## config.mk

```make
export PLATFORM = sky130hd
export DESIGN_NAME = line_clear_controller
export DESIGN_NICKNAME = d
export VERILOG_FILES = /design/src/rtl/line_clear_controller.sv
export SDC_FILE = /design/constraint.sdc
export NUM_CORES = 1
export LEC_CHECK = 0
export ABC_AREA = 1
export ABC_CLOCK_PERIOD_IN_PS = 2400
export BUFFER_PORTS_ARGS = -buffer_cell sky130_fd_sc_hd__buf_2
export CORE_AREA = 10 10 83 85
export CTS_CLUSTER_DIAMETER = 30
export DETAILED_ROUTE_END_ITERATION = 16
export DIE_AREA = 0 0 93 95
export MAX_ROUTING_LAYER = met4
export PLACE_DENSITY = 0.73
export SYNTH_ARGS = -nofsm -noshare
export SYNTH_HDL_FRONTEND = slang
export SYNTH_SLANG_ARGS = --single-unit
```

## constraint.sdc

```tcl
create_clock -name clk -period 2.4 [get_ports clk]
set_clock_uncertainty 0.1 [all_clocks]
set_input_delay 0.72 -clock clk [delete_from_list [all_inputs] [get_ports clk]]
set_output_delay 0.72 -clock clk [all_outputs]
set_load 0.01 [all_outputs]
```

## src/rtl/line_clear_controller.sv

```systemverilog
// line_clear_controller: scans the board bottom-up, compacts surviving rows and zero-fills the top (optional LINE_CLEAR_SCORE_EN adds a score output)
module line_clear_controller #(
   parameter int ROWS = 20,
   parameter int COLS = 10,
   parameter int AW   = 5,
   parameter int CW   = 5
) (
   input  logic            clk,
   input  logic            rst,
   input  logic            start,
   output logic            busy,
   output logic            done,
   output logic [CW-1:0]   lines_cleared,
`ifdef LINE_CLEAR_SCORE_EN
   output logic [15:0]     score,
`endif
   output logic [AW-1:0]   mem_addr,
   output logic            mem_rd_en,
   input  logic [COLS-1:0] mem_rdata,
   output logic            mem_wr_en,
   output logic [COLS-1:0] mem_wdata
);
   typedef enum logic [2:0] {S_IDLE, S_RD, S_EVAL, S_WR, S_CLR, S_DONE} state_t;
   state_t          r_state, w_state;
   logic [AW-1:0]   r_rd_ptr, w_rd_ptr, r_wr_ptr, w_wr_ptr;
   logic [CW-1:0]   r_cnt, w_cnt, r_fill, w_fill, w_lines;
   logic [COLS-1:0] r_row_buf, w_row_buf;
   logic            w_full, w_last, w_move;
   // state and datapath registers; reset abandons any pass in flight
   always_ff @(posedge clk) begin
      if (rst) begin
         r_state       <= S_IDLE;
         r_rd_ptr      <= '0;
         r_wr_ptr      <= '0;
         r_cnt         <= '0;
         r_fill        <= '0;
         r_row_buf     <= '0;
         lines_cleared <= '0;
      end else begin
         r_state       <= w_state;
         r_rd_ptr      <= w_rd_ptr;
         r_wr_ptr      <= w_wr_ptr;
         r_cnt         <= w_cnt;
         r_fill        <= w_fill;
         r_row_buf     <= w_row_buf;
         lines_cleared <= w_lines;
      end
   end
   // next-state, RAM strobes and datapath updates; read and write strobes come from disjoint states
   always_comb begin
      w_state   = r_state;
      w_rd_ptr  = r_rd_ptr;
      w_wr_ptr  = r_wr_ptr;
      w_cnt     = r_cnt;
      w_fill    = r_fill;
      w_row_buf = r_row_buf;
      w_lines   = lines_cleared;
      busy      = r_state != S_IDLE;
      done      = 1'b0;
      mem_addr  = '0;
      mem_rd_en = 1'b0;
      mem_wr_en = 1'b0;
      mem_wdata = '0;
      w_full    = &mem_rdata;
      w_last    = r_rd_ptr == '0;
      w_move    = !w_full && r_wr_ptr != r_rd_ptr;
      case (r_state)
         S_IDLE: if (start) begin
            w_rd_ptr = AW'(ROWS - 1);
            w_wr_ptr = AW'(ROWS - 1);
            w_cnt    = '0;
            w_lines  = '0;
            w_state  = S_RD;
         end
         S_RD: begin
            mem_rd_en = 1'b1;
            mem_addr  = r_rd_ptr;
            w_state   = S_EVAL;
         end
         S_EVAL: begin
            w_cnt = w_full ? r_cnt + 1'b1 : r_cnt;
            if (!w_full && r_wr_ptr == r_rd_ptr) w_wr_ptr = r_wr_ptr - 1'b1;
            if (w_move) begin
               w_row_buf = mem_rdata;
               w_state   = S_WR;
            end else if (w_last) begin
               w_fill  = w_cnt;
               w_state = (w_cnt != '0) ? S_CLR : S_DONE;
            end else begin
               w_rd_ptr = r_rd_ptr - 1'b1;
               w_state  = S_RD;
            end
         end
         S_WR: begin
            mem_wr_en = 1'b1;
            mem_addr  = r_wr_ptr;
            mem_wdata = r_row_buf;
            w_wr_ptr  = r_wr_ptr - 1'b1;
            if (w_last) begin
               w_fill  = r_cnt;
               w_state = (r_cnt != '0) ? S_CLR : S_DONE;
            end else begin
               w_rd_ptr = r_rd_ptr - 1'b1;
               w_state  = S_RD;
            end
         end
         S_CLR: begin
            mem_wr_en = 1'b1;
            mem_addr  = r_wr_ptr;
            w_wr_ptr  = r_wr_ptr - 1'b1;
            w_fill    = r_fill - 1'b1;
            if (r_fill == CW'(1)) w_state = S_DONE;
         end
         S_DONE: begin
            done    = 1'b1;
            w_lines = r_cnt;
            w_state = S_IDLE;
         end
         default: w_state = S_IDLE;
      endcase
   end
`ifdef LINE_CLEAR_SCORE_EN
   logic [3:0]  w_pts;
   logic [16:0] w_sum;
   // points for this pass and the unsaturated running total
   always_comb begin
      w_pts = (r_cnt == '0) ? 4'd0 : (r_cnt == CW'(1)) ? 4'd1 : (r_cnt == CW'(2)) ? 4'd3 :
              (r_cnt == CW'(3)) ? 4'd5 : 4'd8;
      w_sum = {1'b0, score} + 17'(w_pts);
   end
   // score accumulates once per finished pass and sticks at all-ones
   always_ff @(posedge clk) begin
      if (rst) score <= '0;
      else if (r_state == S_DONE) score <= w_sum[16] ? 16'hFFFF : w_sum[15:0];
   end
`endif
endmodule
```

* Yosys cells after proc, flatten, opt, wreduce, memory -nomap -nowiden
Cells that the tools add are included.
W data, S select, Z words.
** Cells by class
- $add $sub $neg :: 4
- Equality and inequality tests :: 14
- Multiplexer cells :: 27
- Reduce and logical (&&, ||, !) cells :: 22
** Operator list (count)
- $mux W5 :: 9
- $pmux W5 S3 :: 3
- $pmux W5 S2 :: 3
- $mux W3 :: 5
- $pmux W3 S5 :: 1
- $sub A5 B1 Y5 const B :: 3
- $ne A2 B2 Y1 const B :: 6
- $reduce_bool A3 Y1 :: 4
- $mux W10 :: 1
- $reduce_and A10 Y1 :: 1
- $reduce_bool A5 Y1 :: 2
- $reduce_and A2 Y1 :: 4
- $eq A3 B2 Y1 const B :: 2
- $eq A3 B3 Y1 const B :: 2
- $reduce_and A3 Y1 :: 2
- $add A5 B1 Y5 const B :: 1
- $eq A5 B1 Y1 const B :: 1
- $eq A5 B5 Y1 :: 1
- $logic_not A5 Y1 :: 1
- $mux W1 :: 5
- $ne A5 B5 Y1 :: 1
- $reduce_and A4 Y1 :: 1
- $reduce_bool A2 Y1 :: 2
- $eq A3 B1 Y1 const B :: 1
- 4 further kinds :: 5
** Storage, ports and cells
- Flip-flop bits (word level) :: 38

* Logic depth before layout (Yosys ltp)
Gate-level depths: netlist of the first run.
- Depth in word-level cells :: 7
- Depth in mapped cells :: 13

* Least setup slack after synthesis of the first run
Ideal clock, no wire load.
- Path type :: register to output
- Start point :: reg r_state[0]
- End point :: out mem_addr[2]
- Arrival time :: 1254 ps
- Data required time :: 1580 ps
- Path slack :: 326 ps
- Cell stages (with the launch flop) :: 5
- Buffers on the path :: 0
- Cell sequence :: dfxtp_1 -> nand2_1 -> nor2_1 -> inv_1 -> o21ai_0
** On the way
- Longest elaborated chain between the ends :: 3
- Elaborated cells on any way between the ends :: 5
** Ends and longest elaborated chain
- start: declaration :: line 24 : state_t r_state, w_state;
- start signal: assignment :: line 40 : r_state <= w_state;
- $eq A3 B3 Y1 / $eq A3 B2 Y1 (equally long branches) :: line 67 : case (r_state)
- $reduce_or A2 Y1 (no line)
- $pmux W5 S2 * :: line 67
- end: declaration :: line 17 : output logic [AW-1:0] mem_addr,
Mark *: on every way between the ends. The rest lies on a longest branch, timed or not.

* Worst setup path in the final report of the first run
Same ends and word-level chain as after synthesis.

==> qor.yml, run 1 <==
synth.area.mux_share: 0
ys_seq_elements: 38
synthXorXnorAreaFrac: 0.0295
met3_usage: 0.0389
io_buffers: 36
final_antenna_net_count: 0
grt_pass1_wl_um: 9960
p_leak_nw: 1.15
slew_viol_final: 0
drtPass1Iterations: 4
cts-root-buf: "clkbuf_8"
route.detailed.drc: 0
die_y_um: 95
critical_path_class: "flop to output port"
synth_top_area_cell: "dfxtp_1"
syn_area_mm2: 0.00233
cts_tree: "done"
whs_ns: 0.355
final_layout_size_suffix_gt1_frac: 0.251
ir_drop_mv: 0.700
fin_nets: 398
period_needed_ns: 2.29
wire_per_inst_um: 12.8
synth_nets: 355
via_count: 2263
synth_edf_count: 0
endpoint_kind: "output port"
slew_headroom: 0.660
cp_max_fo: 8
via_per_inst: 5.02
fmax_ghz: 0.437
ys_types: 36
num_io_pins: 37
coreArea_mm2: 0.00534
maxCapViolations: 0
finalSetupViolations: 0
grt_pass1_vias: 2255
htreeDepth: 2
status: "finished clean"
r2r_slack_ns: 0.54
antenna_found_initial: 0
final.period_utilization: 0.954
diodes: 0
start_util: 0.437
drtIter0Drc: 136
wirelength_um: 5770
yosys.area.top_type_share: 0.326
yosysWarningCount: 0
yosys-top-cells-area: "dfxtp_1 33%, nand2_1 13%, a21oi_1 6.4%"
ys_async_sr_fraction: 0
met2_usage: 0.242
synth_top_family_by_area: "simple AND/OR/NAND/NOR gates"
ys_top_cells_by_count: "81 x nand2_1, 38 x dfxtp_1, 38 x inv_1, 34 x nor2_1, 30 x a21oi_1"
cts_buffers: 5
use_met1: 0.152
syn_area_per_cell_um2: 6.94
min-delay-start: "r_row_buf[3]"
regToRegStartpoint: "r_state[1]"
hpwl_um: 4410
arrival_ns: 1.47
synth_cells: 336
cp-startpoint: "r_state[0]"
grt_usage: 0.141
num_rows: 27
start_kind: "flop"
synth-simple-area-share: 0.338
clock_path_buffers: 2
worstMarginPinSlew_ns: 0.510
p_per_area_mw_per_mm2: 1130
top_usage_layer: "met2"
synthAdderAreaFrac: 0.0322
grt_max_degree: 22
clkTransAtPathRegs_ns: 0.07
clock-sinks: 38
ys_seq_area_frac: 0.326
cp_data_required_time_ns: 1.58
clk_latency_ns: 0.29
synth_compound_gate_area_share: 0.177
areaGrowthSynthToFinish_pct: 16.1
synth_most_common_cell: "nand2_1"
utilization: 0.508
dieArea_mm2: 0.00884
synth-main-ff-cell: "dfxtp_1"
cts-hold-fix-buffers: 0
finalHoldViolations: 0
holdCritPathClass: "flop to flop"
n_fill_cell: 546
fp.dieW_um: 93
overflow: 0
gp_congestion: 0.976
-- critical path, stage by stage, from the launching register on --
cell	delay, ns
dfxtp_2	0.42
nor2_4	0.07
inv_2	0.08
nor2_4	0.05
nor2_4	0.20
inv_2	0.07
nand2_1	0.06
o21ai_0	0.08
buf_2	0.14
-- per-layer routing --
| layer | vias to the layer above | routed length [µm] |
|---|---|---|
| met1 | 1017 | 2550 |
| met2 | 55 | 2800 |
| met4 | 0 | 71 |
| li1 | 1183 | - |
| met3 | 8 | 343 |
| met5 | - | 0 |
-- worst paths after layout --
check                  to  cells past startpoint
max reg2reg   r_rd_ptr[4]                     10
min reg2reg  r_row_buf[3]                      2
max           mem_addr[2]                      8
min          r_row_buf[3]                      2
-- cell usage in the layout, fill, tap and decap left out --
cell type / netlist / layout
nand2_1: 81 / 81
inv_1: 38 / 36
buf_2: 3 / 36
dfxtp_1: 38 / 35
nor2_1: 34 / 33
a21oi_1: 30 / 30
o21ai_1: 14 / 14
nand3_1: 13 / 13
inv_2: 10 / 12
o21ai_0: 8 / 8
buf_4: 0 / 8
nor2_4: 5 / 6
a21oi_2: 6 / 6
nand4_1: 6 / 6
ha_1: 6 / 6
clkbuf_8: 0 / 5
nor2_2: 4 / 4
o22ai_1: 4 / 4
nor3_1: 4 / 4
o221ai_1: 4 / 4
xnor2_1: 3 / 3
nand3_4: 3 / 3
xor2_1: 3 / 3
dfxtp_2: 0 / 3
nand2_2: 2 / 2
nand4_2: 2 / 2
clkbuf_1: 3 / 2
xnor2_2: 1 / 1
nand4_4: 1 / 1
nor2_8: 1 / 1
a31oi_1: 1 / 1
nand3_2: 1 / 1
a21o_1: 1 / 1
inv_4: 1 / 1
o21ai_2: 1 / 1
o21ai_4: 1 / 1
nand2_4: 1 / 1
-- report_power, final --
part / internal, mW / switching [mW]
logic: 0.599 / 1.08
clock network: 0.200 / 0.213
registers: 0.810 / 0.166
-- metrics by stage --
stage	TNS (ns)	power, mW	std cells	cell area (µm²)	setup WS (ns)
after global routing	-0.00365	3.34	451	2710	-0.00365
after CTS	0	3.04	449	2690	0.0187
final	0	3.06	451	2710	0.111
after global placement	0	2.58	441	2600	0.282
after detailed placement	0	2.61	441	2600	0.254
after floorplan	0	2.24	336	2330	0.326
-- cell families after synthesis --
family	count (synthesis)
AOI/OAI and AO/OA	70
xor gates and xnor gates	7
adders and majority gates	6
buffers and inverters	57
DFF	38
and+or+nand+nor	158
-- sequential cells by signal, indices dropped and copies added, names as in the netlist --
name           cells
r_cnt              5
r_state            3
r_rd_ptr           5
lines_cleared      5
r_fill             5
r_row_buf         10
r_wr_ptr           5
-- cell type report --
cell class | instances | area, µm² | share of cell area
well taps | 72 | 90.1 | 0.0333
multi-input cells | 241 | 1350 | 0.499
inverters | 49 | 186 | 0.0688
flip-flops and latches | 38 | 764 | 0.282
repair buffers | 44 | 240 | 0.0887
clock buffers | 7 | 76.3 | 0.0282
-- what timing repair did --
item | 4_1_cts | 5_1_grt
setup endpoints to repair | 5 | 5
pin swaps | 1 | 2
resized for setup | 2 | 5
setup buffers | 1 | 2
(Power assumes the default switching activity.)
==> run 2: changes to the inputs <==
Settings changed: CORE_AREA 10 10 83 85 to 10 10 95 76, DIE_AREA 0 0 93 95 to 0 0 105 86, PLACE_DENSITY 0.73 to 0.72, RECOVER_POWER set to 25.
==> run 2 against run 1 <==
Effect of this change:
- critical path depth increased by 1
- clock-buffer cell count decreased by 2
- cell count increased by 0.89%
- combinational power about the same
- non-clock buffer count increased by 1
- sequential share of layout area decreased by 0.065 points
- worst setup slack improved by 0.0038 ns
- worst hold slack improved by 0.0047 ns
- clock power increased by 1%
- critical path type unchanged
- largest power group unchanged
==> qor.yml, run 2 (same netlist as run 1, synthesis figures left out) <==
status: "finished clean"
gp_congestion: 0.937
largest-register: "r_row_buf"
fin_nets: 399
whs_ns: 0.360
dieArea_mm2: 0.00903
cp_data_required_time_ns: 1.58
clock_path_buffers: 2
path_cells: "inv_1 > nor2_4 > nand2_1 > inv_2 > nor2_4 > inv_2 > nand2_1 > o21ai_0 > buf_2"
top_usage_layer: "met2"
die_y_um: 86
clock-sinks: 38
grt_usage: 0.140
holdCritPathClass: "flop to flop"
finalHoldViolations: 0
hold_end: "r_row_buf[0]"
htreeDepth: 2
min-delay-start: "r_row_buf[0]"
r2r_slack_ns: 0.61
final_antenna_net_count: 0
coreArea_mm2: 0.00530
met2_usage: 0.199
cp_num_buf_inv: 4
rsz0062_at_grt: "no"
slew_headroom: 0.629
regToRegEndpoint: "r_fill[3]"
p_per_area_mw_per_mm2: 1140
num_rows: 23
final.period_utilization: 0.952
arrival_ns: 1.47
dp_slack_ns: 0.235
p_leak_nw: 1.14
largest_reg_flops: 10
cp_max_fo: 6
final_cell_mix: "81 x nand2_1, 38 x inv_1, 36 x nor2_1"
io_buffers: 36
clkTransAtPathRegs_ns: 0.07
grt_pass1_vias: 2139
fp.dieW_um: 105
final_common_cell: "nand2_1"
dp.cells: 445
overflow: 0
grt_max_degree: 23
ir_drop_mv: 0.455
drtPass1Iterations: 6
crit_cells: 9
start_util: 0.440
via_per_inst: 5.02
route.detailed.drc: 0
fmax_ghz: 0.438
cp_slowest_stage_delay_ns: 0.34
regToRegStartpoint: "r_rd_ptr[1]"
areaGrowthSynthToFinish_pct: 16.4
drtIter0Drc: 247
diodes: 0
maxCapViolations: 0
critical_path_class: "flop to output port"
finalSetupViolations: 0
fin_setup_tns_ns: 0
n_fill_cell: 560
wirelength_um: 5990
final_cells: 455
slew_viol_final: 0
antenna_found_initial: 0
cts_tree: "done"
crit_family: "buffers and inverters"
start_kind: "flop"
hpwl_um: 4570
critPathSlowestCell: "dfxtp_2"
cts_buffers: 5
holdPathStages: 2
finalWorstSetupSlack_ns: 0.115
grt_pass1_wl_um: 10300
wire_per_inst_um: 13.2
cts-root-buf: "clkbuf_8"
met3_usage: 0.0396
final_layout_size_suffix_gt1_frac: 0.229
use_met1: 0.184
num_io_pins: 37
via_count: 2282
worstMarginPinSlew_ns: 0.555
clk_latency_ns: 0.29
period_needed_ns: 2.29
endpoint_kind: "output port"
reg2regPathDepth: 9
power_mw: 3.09
==> run 2: final cells by class <==
cell class                 instances  area [µm²]  area share
inverter                          49         186      0.0687
sequential                        38         764       0.282
clock buffer                       5        68.8      0.0253
clock inverter                     2        10.0     0.00369
timing repair buffer              45         253      0.0931
tap                               75        93.8      0.0346
multi-input combinational        241        1340       0.493
==> run 2: worst max path at each step <==
| stage | startpoint | to | slack [ns] |
|---|---|---|---|
| after detailed placement | r_state[0] | mem_addr[2] | 0.23 |
| after global routing | mem_rdata[2] | r_state[0] | 0.03 |
| after CTS | r_state[2] | mem_addr[2] | 0.0002 |
| after global placement | r_state[0] | mem_addr[2] | 0.25 |
| final | r_state[1] | mem_addr[2] | 0.11 |
| after floorplan | r_state[0] | mem_addr[2] | 0.33 |
==> run 2: power breakdown <==
part / switching (mW) / internal [mW]
sequential: 0.163 / 0.810
clock: 0.223 / 0.195
combinational: 1.08 / 0.619
total: 1.47 / 1.62
==> run 2: layer usage <==
| metal | part of all wire | routed length [µm] | vias to the layer above |
|---|---|---|---|
| met4 | 0.017 | 102 | 0 |
| met1 | 0.52 | 3110 | 1019 |
| met5 | 0 | 0 | - |
| met3 | 0.068 | 408 | 10 |
| li1 | - | - | 1181 |
| met2 | 0.40 | 2380 | 72 |
==> run 2: what timing repair did <==
action,in CTS,in global routing
buffers inserted,1,2
pin swaps,1,2
endpoints found under the setup margin,1,1
gates resized for setup,1,3
hold buffers,0,0
==> run 2: per-stage QoR <==
stage / cell area, µm² / util
2_1_floorplan: 2330 / -
3_3_place_gp: 2620 / 0.495
3_5_place_dp: 2620 / 0.495
4_1_cts: 2710 / 0.512
5_1_grt: 2720 / 0.513
6_report: 2720 / 0.513
==> run 2: worst min-delay path, cell delays in order (launching register included) <==
cell and delay, ns:
dfxtp_1 0.30, inv_1 0.06, a21oi_1 0.06
